===== src/rtl/mem_bridge_pkg.sv =====
// Shared types and defaults for the memory bridge between the multicycle
// controller and an external request/acknowledge memory port.
package mem_bridge_pkg;

    localparam int XLEN_DEFAULT    = 32;
    localparam int TIMEOUT_DEFAULT = 15;

    typedef enum logic [1:0] {
        IDLE = 2'd0,
        BUSY = 2'd1,
        DONE = 2'd2,
        ERR  = 2'd3
    } bridge_state_t;

    // Word accesses only: the two low address bits must be zero.
    function automatic logic word_aligned(input logic [1:0] lsb);
        return (lsb == 2'b00);
    endfunction

endpackage


===== src/rtl/mem_bridge_wait_timer.sv =====
// Counts BUSY cycles spent waiting for an acknowledge and flags the cycle
// in which the count reaches LIMIT, so the bridge can leave BUSY on that edge.
module wait_timer
    import mem_bridge_pkg::*;
#(
    parameter int LIMIT = TIMEOUT_DEFAULT,
    parameter int CNT_W = $clog2(LIMIT + 1)
) (
    input  logic             clk,
    input  logic             reset,
    input  logic             clear,
    input  logic             enable,
    output logic [CNT_W-1:0] count,
    output logic             expired
);

    logic [CNT_W-1:0] count_q;
    logic [CNT_W-1:0] count_d;

    // Clear has priority so a fresh transaction always starts from zero.
    always_comb begin
        count_d = count_q;
        if (clear) begin
            count_d = '0;
        end else if (enable) begin
            count_d = count_q + CNT_W'(1);
        end
    end

    // Counter register.
    always_ff @(posedge clk or posedge reset) begin
        if (reset) begin
            count_q <= '0;
        end else begin
            count_q <= count_d;
        end
    end

    // Expiry is flagged in the waiting cycle whose increment lands on LIMIT.
    always_comb begin
        count   = count_q;
        expired = enable && (count_q == CNT_W'(LIMIT - 1));
    end

endmodule


===== src/rtl/mem_bridge.sv =====
// Bridge from the controller's mem_read/mem_write strobes to a single
// outstanding external memory request. The controller stalls while a
// transfer is pending; results land in instr/old_pc (fetch) or data (load).
module mem_bridge
    import mem_bridge_pkg::*;
#(
    parameter int XLEN    = XLEN_DEFAULT,
    parameter int TIMEOUT = TIMEOUT_DEFAULT
) (
    input  logic            clk,
    input  logic            reset,
    input  logic            mem_read,
    input  logic            mem_write,
    input  logic            ir_write,
    input  logic [XLEN-1:0] adr,
    input  logic [XLEN-1:0] wdata,
    input  logic [XLEN-1:0] pc,
    output logic            stall,
    output logic [XLEN-1:0] instr,
    output logic [XLEN-1:0] old_pc,
    output logic [XLEN-1:0] data,
    output logic            err,
    output logic            m_req,
    output logic            m_we,
    output logic [XLEN-1:0] m_addr,
    output logic [XLEN-1:0] m_wdata,
    input  logic            m_ack,
    input  logic [XLEN-1:0] m_rdata
);

    localparam int CNT_W = $clog2(TIMEOUT + 1);

    bridge_state_t state_q, state_d;

    logic [XLEN-1:0] adr_q, adr_d;
    logic [XLEN-1:0] wdata_q, wdata_d;
    logic [XLEN-1:0] pc_q, pc_d;
    logic            irw_q, irw_d;
    logic            we_q, we_d;
    logic [XLEN-1:0] instr_q, instr_d;
    logic [XLEN-1:0] old_pc_q, old_pc_d;
    logic [XLEN-1:0] data_q, data_d;

    logic             req_any;
    logic             accept;
    logic             complete_rd;
    logic             tmr_enable;
    logic             tmr_expired;
    logic [CNT_W-1:0] tmr_count;
    logic             unused_tmr_count;

    assign req_any          = mem_read | mem_write;
    assign accept           = (state_q == IDLE) && req_any && word_aligned(adr[1:0]);
    assign complete_rd      = (state_q == BUSY) && m_ack && !we_q;
    assign tmr_enable       = (state_q == BUSY) && !m_ack;
    // The running count is informational; only the expiry strobe steers the FSM.
    assign unused_tmr_count = ^tmr_count;

    wait_timer #(
        .LIMIT (TIMEOUT),
        .CNT_W (CNT_W)
    ) u_wait_timer (
        .clk     (clk),
        .reset   (reset),
        .clear   (accept),
        .enable  (tmr_enable),
        .count   (tmr_count),
        .expired (tmr_expired)
    );

    // State register; reset aborts any transfer in flight.
    always_ff @(posedge clk or posedge reset) begin
        if (reset) begin
            state_q <= IDLE;
        end else begin
            state_q <= state_d;
        end
    end

    // Next-state logic: misaligned requests fault without touching the bus,
    // and ERR is absorbing until reset.
    always_comb begin
        state_d = state_q;
        unique case (state_q)
            IDLE: begin
                if (req_any) begin
                    state_d = word_aligned(adr[1:0]) ? BUSY : ERR;
                end
            end
            BUSY: begin
                if (m_ack) begin
                    state_d = DONE;
                end else if (tmr_expired) begin
                    state_d = ERR;
                end
            end
            DONE:    state_d = IDLE;
            ERR:     state_d = ERR;
            default: state_d = IDLE;
        endcase
    end

    // Output logic: the bus is only driven in BUSY and reads as zero otherwise.
    always_comb begin
        stall   = 1'b0;
        m_req   = 1'b0;
        err     = 1'b0;
        m_we    = 1'b0;
        m_addr  = '0;
        m_wdata = '0;
        unique case (state_q)
            IDLE: stall = req_any;
            BUSY: begin
                stall   = 1'b1;
                m_req   = 1'b1;
                m_we    = we_q;
                m_addr  = adr_q;
                m_wdata = wdata_q;
            end
            DONE: stall = 1'b0;
            ERR: begin
                stall = 1'b1;
                err   = 1'b1;
            end
            default: stall = 1'b0;
        endcase
    end

    // Request capture and result steering; a simultaneous read and write
    // becomes a write.
    always_comb begin
        adr_d    = adr_q;
        wdata_d  = wdata_q;
        pc_d     = pc_q;
        irw_d    = irw_q;
        we_d     = we_q;
        instr_d  = instr_q;
        old_pc_d = old_pc_q;
        data_d   = data_q;
        if (accept) begin
            adr_d   = adr;
            wdata_d = wdata;
            pc_d    = pc;
            irw_d   = ir_write;
            we_d    = mem_write;
        end
        if (complete_rd) begin
            if (irw_q) begin
                instr_d  = m_rdata;
                old_pc_d = pc_q;
            end else begin
                data_d = m_rdata;
            end
        end
    end

    // Captured request fields are only observed in BUSY, so they need no reset.
    always_ff @(posedge clk) begin
        adr_q   <= adr_d;
        wdata_q <= wdata_d;
        pc_q    <= pc_d;
        irw_q   <= irw_d;
        we_q    <= we_d;
    end

    // Architectural result registers, cleared by reset.
    always_ff @(posedge clk or posedge reset) begin
        if (reset) begin
            instr_q  <= '0;
            old_pc_q <= '0;
            data_q   <= '0;
        end else begin
            instr_q  <= instr_d;
            old_pc_q <= old_pc_d;
            data_q   <= data_d;
        end
    end

    assign instr  = instr_q;
    assign old_pc = old_pc_q;
    assign data   = data_q;

endmodule


===== config.mk =====
export PLATFORM = sky130hd
export DESIGN_NAME = mem_bridge
export DESIGN_NICKNAME = d
export VERILOG_FILES = /design/src/rtl/mem_bridge_pkg.sv /design/src/rtl/mem_bridge_wait_timer.sv /design/src/rtl/mem_bridge.sv
export SDC_FILE = /design/constraint.sdc
export NUM_CORES = 1
export LEC_CHECK = 0
export CELL_PAD_IN_SITES_DETAIL_PLACEMENT = 1
export CELL_PAD_IN_SITES_GLOBAL_PLACEMENT = 2
export CORE_ASPECT_RATIO = 1.1
export CORE_MARGIN = 2
export CORE_UTILIZATION = 32
export CTS_CLUSTER_SIZE = 28
export DETAILED_ROUTE_END_ITERATION = 6
export GPL_ROUTABILITY_DRIVEN = 0
export PLACE_DENSITY_LB_ADDON = 0.08
export SETUP_SLACK_MARGIN = 0.15
export SYNTH_ARGS = -nofsm -noshare
export SYNTH_HDL_FRONTEND = slang
export SYNTH_SLANG_ARGS = --single-unit

===== constraint.sdc =====
create_clock -name clk -period 27.5 [get_ports clk]
set_input_delay 5.5 -clock clk [delete_from_list [all_inputs] [get_ports clk]]
set_output_delay 5.5 -clock clk [all_outputs]
set_load 0.05 [all_outputs]

Yosys cells after proc, flatten, opt, wreduce, memory -nomap -nowiden
Index checks and enable logic that the tools add are counted.
{"block": "classes", "n_addsub": 1, "eq_ne": 6, "mux": 13, "bitwise": 2, "n_reduce_logical": 15}
{"cell": "$mux 32", "n": 2}
{"cell": "$mux 2", "n": 4}
{"cell": "$mux 4", "n": 2}
{"cell": "$pmux 2 s4", "n": 1}
{"cell": "$logic_and 1x1->1", "n": 6}
{"cell": "$reduce_and 2->1", "n": 3}
{"cell": "$add 4x1->4 const B", "n": 1}
{"cell": "$eq 2x2->1 const B", "n": 2}
{"cell": "$eq 4x4->1 const B", "n": 1}
{"cell": "$logic_not 2->1", "n": 2}
{"cell": "$mux 1", "n": 3}
{"cell": "$ne 3x3->1 const B", "n": 1}
{"cell": "$pmux 1 s3", "n": 1}
{"cell": "$eq 2x1->1 const B", "n": 1}
{"cell": "$logic_not 1->1", "n": 2}
{"cell": "$ne 2x2->1 const B", "n": 1}
{"cell": "$reduce_bool 2->1", "n": 1}
{"cell": "$reduce_or 2->1", "n": 1}
{"cell": "$not 1->1", "n": 1}
{"cell": "$or 1x1->1", "n": 1}
{"block": "word_totals", "regBits": 200, "input_bits": 134, "output_inout_bits": 164, "word_cells": 47}

Longest topological paths before layout
Gate-level depths: netlist of run 1.
{"block": "logic_depth", "depth_word": 6, "ltp_mapped": 5}

Modules after synthesis
A second synthesis of run 1 with hierarchy kept.
{"block": "hier_totals", "hier_cells": 409, "hier_area_um2": 7631.1}
{"mod": "mem_bridge", "n_inst": 1, "cells_per_inst": 388, "area_per_inst_um2": 7404.6, "seq_area_each_um2": 5395.2}
{"mod": "wait_timer", "n_inst": 1, "cells_per_inst": 21, "area_per_inst_um2": 226.5, "seq_area_each_um2": 100.1}

Worst setup path before layout of run 1
OpenSTA, ideal clock, no wires.
{"block": "synth_timing", "path_type": "input-to-reg", "from": "in adr[1]", "to": "reg u_wait_timer.count_q[3] (netlist: u_wait_timer.count[3])", "setup_time_ns": 0.571, "t_arrival_ns": 15.614, "path_slack_ns": 11.315, "cell_stages": 2, "path_buffers": 0, "path_cell_list": "nor4_1 > nor3_1"}
{"block": "synth_via", "elab_chain_cells": 3, "word_cells_on_any_way": 4, "classes_between": "mux: 1; reduce/logical: 3"}
{"element": "start: declaration", "line_no": "mem_bridge.sv:15", "source": "input logic [XLEN-1:0] adr,"}
{"element": "$logic_not 2->1 (*)", "line_no": "mem_bridge_pkg.sv:17", "source": "return (lsb == 2'b00);"}
{"element": "$logic_and 1x1->1 (*)", "line_no": "mem_bridge.sv:53", "source": "assign accept = (state_q == IDLE) && req_any && word_aligned(adr[1:0]);"}
{"element": "$mux 4 or $reduce_bool 2->1 (tied branches)"}
{"element": "end signal: assignment", "line_no": "mem_bridge_wait_timer.sv:35", "source": "count_q <= count_d;"}
{"element": "end: declaration", "line_no": "mem_bridge_wait_timer.sv:17", "source": "logic [CNT_W-1:0] count_q;"}
Mark *: on every way between the ends. The rest lies on a longest branch, timed or not.
A chain may end at the register's enable or synchronous reset.

Worst setup path after layout of run 1
{"block": "layout_timing", "from": "in mem_write", "to": "out stall"}
{"block": "layout_via", "elab_chain_cells": 2}
{"element": "start: declaration", "line_no": "mem_bridge.sv:13", "source": "input logic mem_write,"}
{"element": "$or 1x1->1", "line_no": "mem_bridge.sv:52", "source": "assign req_any = mem_read | mem_write;"}
{"element": "$pmux 1 s3", "line_no": "mem_bridge.sv:111", "source": "unique case (state_q)"}
{"element": "end: declaration", "line_no": "mem_bridge.sv:18", "source": "output logic stall,"}
Every way passes these cells.

==> results, run 1 <==
- The number of setup buffers added after CTS is 0.
- The upper clock frequency limit is between 0.07 and 0.08 GHz.
- The run finished with clean final reports.
- In this run the horizontal extent of the chip is 151 um.
- The number of global-route vias before repair was roughly 5,100.
- The detail route stage leaves a number of antenna-violating nets equal to 0.
- The net count of the mapped netlist is 543.
- The longest individual stage delay on the worst path is 0.80 ns.
- After Yosys synthesis, full adders, half adders and majority gates account for 0.331% of the synthesized area.
- Traced cell by cell, the critical path runs through clkdlybuf4s50_1, o21bai_1, nand2b_1, clkdlybuf4s50_1.
- Setup repair after global routing left no endpoint under its margin.
- The synthesized design devotes to its leading area cell type 38.9% of total area.
- The count of warnings emitted by yosys is 0.
- The number of hold-repair buffers added at the cts stage is 0.
- The end-of-flow core utilization is approximately 50%.
- The category of the worst setup path launch point is an input port.
- Of all nets on the critical path, the largest fanout is 3.
- The number of buffer cells added on primary ports is about 300.
- The cell occurring most often along the worst timing path is clkdlybuf4s50_1.
- The count of flip-flops with a built-in enable after synthesis is approximately 100.
- The critical path is of the input port to output port type.
- The fraction of the mapped netlist area in simple logic gates is under 10%.
- The detailed-route via count is ~4,500.
- The number of max-slew violations in the final report is 0.
- STA puts the critical path data required time at approximately 22 ns.
- For the pin with the worst max-slew slack, the measured transition is between 1 and 1.5 ns.
- The complex-gate fraction of the synthesized area is less than 1%.
- The post-route netlist has a little under a fifth of its cells at a drive strength greater than 1.
- The relative max-transition margin is a little over a fifth.
- The type of the tightest min-delay check is flip-flop to flip-flop.
- The cell area after technology mapping is between 0.007 and 0.008 mm2.
- The setup violation total in the final timing report is 0.
- The number of levels in the clock H-tree is 4.
- The number of antenna violations at the first check in global routing was 0.
- After global routing the overflow that remains totals 0.
- The peak supply drop is between 0.04 and 0.05 mV.
- The top-level port count is slightly below 300.
- The flip-flop cell with the highest count after synthesis is dfrtp_1.
- The number of placement rows is slightly below 60.
- The most frequent cell after synthesis is dfrtp_1.
- The number of clock buffers added by TritonCTS is 17.
- The final total negative setup slack is 0 ns.
- From bottom edge to top edge, the die measures approximately 170 um.
- The clock reaches the later pin of the worst-skew pair after 0.43 ns.
- The detailed router's first-iteration violation count is ~150.
- The first-pass iteration count of the detailed router is 4.
- The nature of the critical path endpoint is an output port.
- The root buffer cell chosen for the clock tree is clkbuf_16.
- Measured against the total synthesized area, the mux share comes to approximately 17%.
- The number of hold violations in the final report came to 0.
- The signal arrival time at the worst endpoint is roughly 7 ns.
- The critical path contains buffers and inverters numbering 2 combined.
- After synthesis, the largest family of logic cells by area is multiplexers.
- The global-route wire length before repair is 28,700 um.
- The layout net count is approximately 850.
- The clock arrives with roughly 0.013 ns of skew.
- The sequential-to-total area share from yosys stat is slightly above 70%.
- After synthesis the netlist holds a flip-flop and latch count of 200.
- The number of fill cells is roughly 2,300.
- The clock slew at the register clock pins of the worst setup and hold paths is roughly 0.080 ns.
- In this run the register-to-register setup slack is about 25 ns.
- Ranked by total cell area, the synthesized netlist is headed by edfxtp_1, dfrtp_1, mux2_4, and2_1, mux2_2.
- The share of the cycle needed by the critical path after routing is about 46%.
- The post-cts sizing count is 0.
- Dividing total power by cell area gives a power density of roughly 120 mW/mm2.
- The gate count after technology mapping is 407.
- In this run the deepest clock path goes through 2 buffers.
- The clock sink count is 200.
- Dividing the detail-routed wire length by the instance count gives ~19 um.
- Using the TritonRoute via totals, the vias-per-cell ratio works out to 4.36.
- After detailed routing, the total wire length is 19,100 um.
- Grouping stages by cell kind, the critical path spends the most delay in buffers and inverters.
- In the global route stage, overall resource usage came out at between 10% and 20%.
- After legalization and detailed placement, the total HPWL measured around 13,000 um.
- Entering global routing, the biggest net connects 75 pins.
- Max-cap violations in this run came to 0.
- The async set-or-reset flop fraction in the synthesized netlist is 51.0%.
- The synthesized netlist devotes less than 1% of its cell area to XOR and XNOR gates.
- Summed over all cells, the static leakage comes to around 4.6 nW.
- After synthesis, the netlist uses 29 different library cells.
- The average cell area after synthesis is between 15 and 20 um2.
- The TritonCTS clock tree is done.
- By count the netlist is led by dfrtp_1, edfxtp_1, and2_1.
- From synthesis to final layout, the design area changed by 51.0%.
- The core region area is between 0.02 and 0.025 mm2.
- The full die area is around 0.025 mm2.
- The remaining routing DRC violations is 0.
- Summed over all instances, the cell type with the most area after synthesis is edfxtp_1.
- The initial standard-cell utilization of the core is 32.2%.
- The time the final worst path needs with I/O delays and setup is between 10 and 15 ns.
- For this design, the slowest cell found on the critical path is clkdlybuf4s50_1.
==> metal layers <==
layer / global-route usage [%] / vias up / part of all wire, %
met3: 7.97 / 10 / 11
met2: 24.3 / 207 / 48
met1: 18.2 / 2214 / 40
met5: 0 / - / 0
met4: 4.55 / 0 / 0.92
li1: - / 2064 / -
==> worst paths after layout <==
| path | start | end | depth (start not counted) |
|---|---|---|---|
| setup / recovery | mem_write | stall | 4 |
| hold / removal | pc_q[15] | old_pc[15] | 1 |
| setup reg to reg | state_q[0] | data[9] | 4 |
| hold reg to reg | pc_q[15] | old_pc[15] | 1 |
| max in group asynchronous | reset | state_q[0] | 3 |
| min in group asynchronous | reset | data[5] | 2 |
==> cells in the final DEF (no fill, tap or decap), drive strengths merged, types with 2 or more instances in the layout <==
master         instances
nor2                   5
and2                  66
clkbuf                17
dfrtp                102
clkinv                 5
mux2                  96
diode                  2
edfxtp                98
ha                     2
buf                    6
clkdlybuf4s50        297
xnor2                  2
inv                   11
==> stage by stage <==
step                      instances  hold slack [ns]  worst slack (ns)  area [um2]  power (W)
after detailed placement        997            0.467             14.98       10800    0.00118
final                          1031            0.479             14.97       11400    0.00142
after global routing           1029            0.499             14.93       11400    0.00148
after CTS                      1029            0.485             14.98       11400    0.00144
after floorplan                 407            0.455             11.32        7560   0.000924
after global placement          997            0.459             14.99       10800    0.00117
==> cell families (layout without fill, tap and decap cells) <==
kind of cell / count (synthesis) / count (layout)
AO/OA/AOI/OAI: 5 / 5
XOR/XNOR: 2 / 2
adder cells (fa/ha/maj): 2 / 2
other: 0 / 2
multiplexers: 97 / 97
buffers and inverters: 20 / 337
AND/OR/NAND/NOR: 81 / 81
flip-flops: 200 / 200
==> final cells by class <==
type / count / area, um2 / share of cell area (%)
flip-flops and latches: 200 / 5500 / 48.1
repair buffers: 303 / 3020 / 26.4
multi-input cells: 187 / 1920 / 16.8
clock buffers: 17 / 425 / 3.73
well taps: 305 / 382 / 3.34
clock inverters: 15 / 161 / 1.41
inverters: 2 / 10.0 / 0.0877
diodes: 2 / 5.00 / 0.0438
==> power breakdown <==
part	switching, W	internal (W)
Sequential	0.0000457	0.000396
Combinational	0.000455	0.000271
Clock	0.000120	0.000129
==> flip-flops by register name, summed over array words and instances, names as in the netlist <==
register,cells
we_q,1
wdata_q,32
irw_q,1
adr_q,32
u_wait_timer.count,4
pc_q,32
old_pc,32
data,32
instr,32
state_q,2
No activity file was read; power rests on OpenSTA's default activity.
==> run 2, diff against run 1 <==
--- a/config.mk
+++ b/config.mk
@@ -9,7 +9,7 @@
 export CELL_PAD_IN_SITES_GLOBAL_PLACEMENT = 2
 export CORE_ASPECT_RATIO = 1.1
 export CORE_MARGIN = 2
-export CORE_UTILIZATION = 32
+export CORE_UTILIZATION = 27
 export CTS_CLUSTER_SIZE = 28
 export DETAILED_ROUTE_END_ITERATION = 6
 export GPL_ROUTABILITY_DRIVEN = 0
==> constraint.sdc (replaced) <==
create_clock -name clk -period 11.1 [get_ports clk]
set_input_delay 2.22 -clock clk [delete_from_list [all_inputs] [get_ports clk]]
set_output_delay 2.22 -clock clk [all_outputs]
set_load 0.05 [all_outputs]
==> run 2 against run 1 <==
Clock power is 140% higher. First-iteration DRC count is 21% higher. Largest cell class unchanged. Register-to-register slack worse by 17 ns. Routed wire length is 5.6% higher. Cell area is 0.28% higher. Worst hold slack worse by 0.0017 ns. Sequential share of layout area is 0.14 points lower. Sequential power is 150% higher. Critical path type unchanged. Sequential cell count stayed put. Die area is 18% higher. Total power is 150% higher.
==> results, run 2 (synthesis results as in run 1) <==
- The layout net count is 846 (-0.12%).
- The diode insertion count for antenna repair is 0 (-2).
- The number of hold-repair buffers added at the cts stage is 0 (unchanged).
- The global routing usage summed across all routing layers is 13.9% (-1.5 points).
- The total wire length is 20,100 um (+5.6%).
- The final total negative setup slack is 0 ns (unchanged).
- The design internal power is 0.00196 W (+150%).
- The maximum net fanout on the critical path is 3 (unchanged).
- The first-pass iteration count of the detailed router is 4 (unchanged).
- The detailed router's first-iteration violation count is 175 (+21%).
- The number of maximum-capacitance violations was 0 (unchanged).
- Setup repair after global routing left no endpoint under its margin.
- The startpoint of the worst-slack reg-to-reg timing path is state_q[0].
- Subtracting the final worst setup slack from the clock period gives slightly above 6 ns.
- The signal arrival time at the worst endpoint is 3.83 ns (-3.20 ns).
- The number of setup buffers added after CTS is 0 (unchanged).
- The placed standard-cell area is 0.0109 mm2 (+0.68%).
- The number of buffers inserted during clock tree synthesis came to 17 (unchanged).
- Leaving out fill and tap cells, the most frequent cells in the layout are clkdlybuf4s50_1, dfrtp_1, edfxtp_1.
- The most critical setup path has its endpoint at stall.
- The TritonCTS clock tree is done.
- The type of the tightest min-delay check is flip-flop to flip-flop.
- The startpoint-to-endpoint class of the critical path is input port to output port.
- The ratio of cells with drive above 1 in the final layout is 18.4% (-0.53 points).
- The clock slew at the register clock pins of the worst setup and hold paths is 0.06 ns (-0.02 ns).
- The number of levels in the clock H-tree is 4 (unchanged).
- The clock latency on the worst-skew pair is 0.43 ns (about the same).
- The post-route clock skew is 0.00941 ns (-0.00327 ns).
- The portion of total power attributed to the clock network came to 16.9% (-0.7 points).
- The relative max-transition margin is 20.5% (-0.52 points).
- The width of the die is 164 um (+8.6%).
- The nature of the critical path endpoint is an output port.
- The share of the cycle needed by the critical path after routing is 54.5%.
- The vias per cell is 4.18 (-4.2%).
- The number of cells traversed by the worst hold path is 1 (unchanged).
- The initial standard-cell utilization of the core was 27.3% (-4.9 points).
- The number of max-slew violations in the final report was 0 (unchanged).
- The number of hold violations in the final report is 0 (unchanged).
- The post-cts sizing count was 0 (unchanged).
- The sequential fraction of design power is 31.4% (+0.3 points).
- The power density over the cells is 305 mW/mm2 (+150%).
- The worst register-to-register path ends at data[20].
- The remaining routing DRC violations is 0 (unchanged).
- The run finished with clean final reports.
- The critical path required time is 8.88 ns (-13.12 ns).
- The number of buffer cells added on primary ports is 297 (unchanged).
- The number of antenna violations at the first check in global routing was 0 (unchanged).
- The maximum number of pins on one net before global-route repair is 70 (-6.7%).
- STA classifies the critical path startpoint as an input port.
- The proportion of total power due to net switching came to 43.8% (about the same).
- Based on the critical path, the design can be clocked at up to between 0.15 and 0.2 GHz.
- The number of global-route vias before repair is 5,222 (+2.4%).
- The number of placement rows is 64 (+8.5%).
- The detail-routed net length per standard cell is 18.6 um (+0.23%).
- The area of all placed cells without fillers is 0.0114 mm2 (+0.28%).
- The full die area is 0.0294 mm2 (+18%).
- The detailed-route via count is 4,538 (+0.96%).
- The peak supply drop is 0.124 mV (+160%).
- The top-level port count is 298 (unchanged).
- The global-route wire length before repair is 30,900 um (+7.6%).
- The most common library cell in the layout ignoring fill and taps is clkdlybuf4s50_1.
- The clock sink count is 200 (unchanged).
- The leakage component of the power came to 4.53 nW (-0.70%).
- In this run the worst setup path begins at mem_write.
- The worst hold path begins at pc_q[11].
- The number of cell instances on the worst register-to-register path came to 3 (-1).
- The total half-perimeter wirelength after legalization and detailed placement is 14,100 um (+5.5%).
- The worst setup slack for register-to-register paths is 7.90 ns (-16.88 ns).
- The clock root buffer master is clkbuf_16.
- The maximum clock path buffer count was 2 (unchanged).
- The portion of total power attributed to combinational logic came to 51.7% (+0.5 points).
- The setup violation total in the final timing report came to 0 (unchanged).
- The total congestion overflow is 0 (unchanged).
- The die outline height came to 180 um (+8.7%).
- The layout overhead on the synthesized area is 51.4%.
- The count of nets left with antenna violations after detail routing is 0 (unchanged).
- The actual transition at the worst max-transition pin is 1.19 ns (+0.00786 ns).
- The net load switching power was 0.00153 W (+150%).
- The core region area was 0.0277 mm2 (+18%).
## run 2: critical path, cell delays in order
cell and delay (ns):
clkdlybuf4s50_1 0.42, o21bai_1 0.34, nand2b_1 0.12, clkdlybuf4s50_1 0.72
## run 2: worst min path at each step
stage | slack, ns | endpoint
final | 0.48 | old_pc[11]
after global routing | 0.50 | old_pc[22]
after CTS | 0.48 | old_pc[11]
after detailed placement | 0.47 | old_pc[28]
after global placement | 0.46 | old_pc[11]
after floorplan | 0.46 | old_pc[10]
## run 2: final cells by class
type / instances / area, um2
fill: 2839 / 16300
timing repair buffer: 302 / 3010
clock buffer: 18 / 429
sequential: 200 / 5500
inverter: 2 / 10.0
tap: 363 / 454
multi-input combinational: 187 / 1930
clock inverter: 14 / 121
## run 2: per-layer routing
metal	global-route usage [%]	vias up	wire length (um)
li1	-	2055	-
met1	16.8	2267	8390
met2	21.3	205	9060
met3	7.94	11	2510
met4	3.68	0	188
met5	0	-	0
## run 2: per-stage QoR
stage | hold slack (ns) | setup slack [ns] | power [W] | util [%] | instances
2_1_floorplan | 0.455 | 2.66 | 0.00229 | - | 407
3_3_place_gp | 0.458 | 5.06 | 0.00291 | 39.3 | 1054
3_5_place_dp | 0.465 | 5.05 | 0.00293 | 39.3 | 1054
4_1_cts | 0.484 | 5.04 | 0.00355 | 41.3 | 1086
5_1_grt | 0.496 | 4.95 | 0.00365 | 41.3 | 1086
6_report | 0.478 | 5.05 | 0.00349 | 41.3 | 1086
## run 2: power by group through the flow
stage / clock, W / sequential (W) / combinational [W]
finish: 0.000590 / 0.00110 / 0.00181
global route: 0.000648 / 0.00112 / 0.00188
CTS: 0.000623 / 0.00110 / 0.00183
detailed placement: 0 / 0.00111 / 0.00182
global placement: 0 / 0.00110 / 0.00181
floorplan: 0 / 0.00171 / 0.000574
==> variant, RTL diff (config.mk and constraints of run 1) <==
Make the reset (`reset`) synchronous in 3 clocked blocks.
--- a/src/rtl/mem_bridge_wait_timer.sv
+++ b/src/rtl/mem_bridge_wait_timer.sv
@@ -28,7 +28,7 @@
     end
 
     // Counter register.
-    always_ff @(posedge clk or posedge reset) begin
+    always_ff @(posedge clk) begin
         if (reset) begin
             count_q <= '0;
         end else begin
--- a/src/rtl/mem_bridge.sv
+++ b/src/rtl/mem_bridge.sv
@@ -69,7 +69,7 @@
     );
 
     // State register; reset aborts any transfer in flight.
-    always_ff @(posedge clk or posedge reset) begin
+    always_ff @(posedge clk) begin
         if (reset) begin
             state_q <= IDLE;
         end else begin
@@ -164,7 +164,7 @@
     end
 
     // Architectural result registers, cleared by reset.
-    always_ff @(posedge clk or posedge reset) begin
+    always_ff @(posedge clk) begin
         if (reset) begin
             instr_q  <= '0;
             old_pc_q <= '0;
Behaviour: differs if reset is asserted again (counterexample within 4 cycles, from zero or initial values and one cycle with reset high); with reset held inactive, the same outputs for 10 cycles.
==> variant against run 1 <==
  * Wire length grew 4.0%
  * Worst setup slack lost 84 ps
  * Sequential cell count is the same
  * Die area shrank 2.3%
  * Cell count grew 15%
  * Synthesized cell count grew 44%
  * Final area shrank 2.6%
  * Clock skew shrank 1.7 ps
  * Area after synthesis shrank 2.3%
  * Utilization grew 0.15 points
  * Register-to-register slack lost 150 ps
Power is not compared: it rests on default switching activity, and its combinational part moved more than twofold at a synthesized area within 25%.
==> variant: results (changes against run 1) <==
| Metric | Value |
|---|---|
| Ys flop type | `dfxtp_1` |
| Post-placement cell area | `10,600 um^2 (-2.3%)` |
| Worst slew pin tran | `1090 ps (-88.5 ps)` |
| Multi-input gate area in the final layout | `2180 um^2 (+14%)` |
| Yosys cell types | `31 (+6.9%)` |
| PnR worst setup slack | `14,890 ps (-84.3 ps)` |
| RR Endpoint | `instr[16]$_SDFFE_PP0P_` |
| Hold Crit Depth | `2 (+1)` |
| FF-to-FF Start | `state_q[0]$_SDFFE_PP0P_` |
| Reg-to-reg slack, setup | `24,630 ps (-150 ps)` |
| Sequential-to-total area share from yosys stat | `0.675 (-0.0516)` |
| Global Route Usage Sum | `0.163 (+0.00980)` |
| Synth Net Count | `724 (+33%)` |
| Met1 usage in global routing | `0.178 (-0.00413)` |
| Multi-input combinational cell count | `349 (+87%)` |
| Layout cells sized above 1 | `0.0451 (-0.144)` |
| Count of non-CTS buffers in the layout | `302 (-0.33%)` |
| Met3 Use GR | `0.0690 (-0.0107)` |
| R2R depth | `6 (+2)` |
| Clkbuf count | `19 (+2)` |
| Asr flop ratio synth | `0 (-0.510)` |
| Met3 routed WL | `1840 um (-15%)` |
| Run status | `finished clean` |
| Worst Path Arrival | `7110 ps (+80 ps)` |
| Max Clock Skew | `11.0 ps (-1.70 ps)` |
| P&R area growth vs syn | `50.5%` |
| Hold_ws | `457 ps (-21.9 ps)` |
| Vias per cell | `4.47 (+2.6%)` |
| Global-route wire length before repair | `30,800 um (+7.3%)` |
| Mean Syn Cell Area | `12.6 um^2 (-32%)` |
| Clock-cell share of area | `0.0490 (-0.00244)` |
| Post-DP HPWL | `14,000 um (+4.5%)` |
| Mapped Area | `7390 um^2 (-2.3%)` |
| Antenna diodes | `0 (-2)` |
| Top post-synthesis cells by area | `edfxtp_1 40%, dfxtp_1 28%, mux2i_1 13%` |
| Non-Filler Instances | `1,187 (+15%)` |
| Largest fanout on the critical path | `5 (+2)` |
| Final wirelength | `19,900 um (+4.0%)` |
| Largest net degree at the start of global routing | `115 (+53%)` |
| Seq area share | `0.448 (-0.0329)` |
| Signal buf overhead | `0.271 (+0.00647)` |
| Hold path endpoint | `data[18]$_SDFFE_PP0P_` |
| Met1 Wirelength | `7630 um (about the same)` |
| Starting DRT DRC Count | `141 (-2.8%)` |
| Slowest stage delay, CP | `710 ps (-90 ps)` |
| Vias in the first global route | `5,721 (+12%)` |
## variant: cell types whose count changed after synthesis, moves of 9 or more
cell      before  now
buf_6         10    1
clkbuf_1       7   24
dfrtp_1      102    0
dfxtp_1        0  102
mux2_2        35    0
mux2_4        60    0
mux2i_1        1   96
nand2_1        0  162
## variant: power breakdown
| group | total, mW | switching [mW] | internal [mW] |
|---|---|---|---|
| sequential | 0.325 | 0.00344 | 0.322 |
| combinational | 0.101 | 0.0600 | 0.0406 |
| clock | 0.236 | 0.117 | 0.119 |
| total | 0.662 | 0.180 | 0.481 |
## variant: cell families after synthesis
group	share of synthesized area
multiplexers	0.130
AND/OR/NAND/NOR	0.150
adder cells (fa/ha/maj)	0.00339
buffers and inverters	0.0307
XOR/XNOR	0.00237
flip-flops	0.675
AO/OA/AOI/OAI	0.00813
## variant: worst register-to-register path: stages (launching register included)
cell and delay (ps):
dfxtp_1 480, nand2b_2 130, inv_1 60, buf_4 440, and4b_4 680, buf_4 710
mux2i_1 290
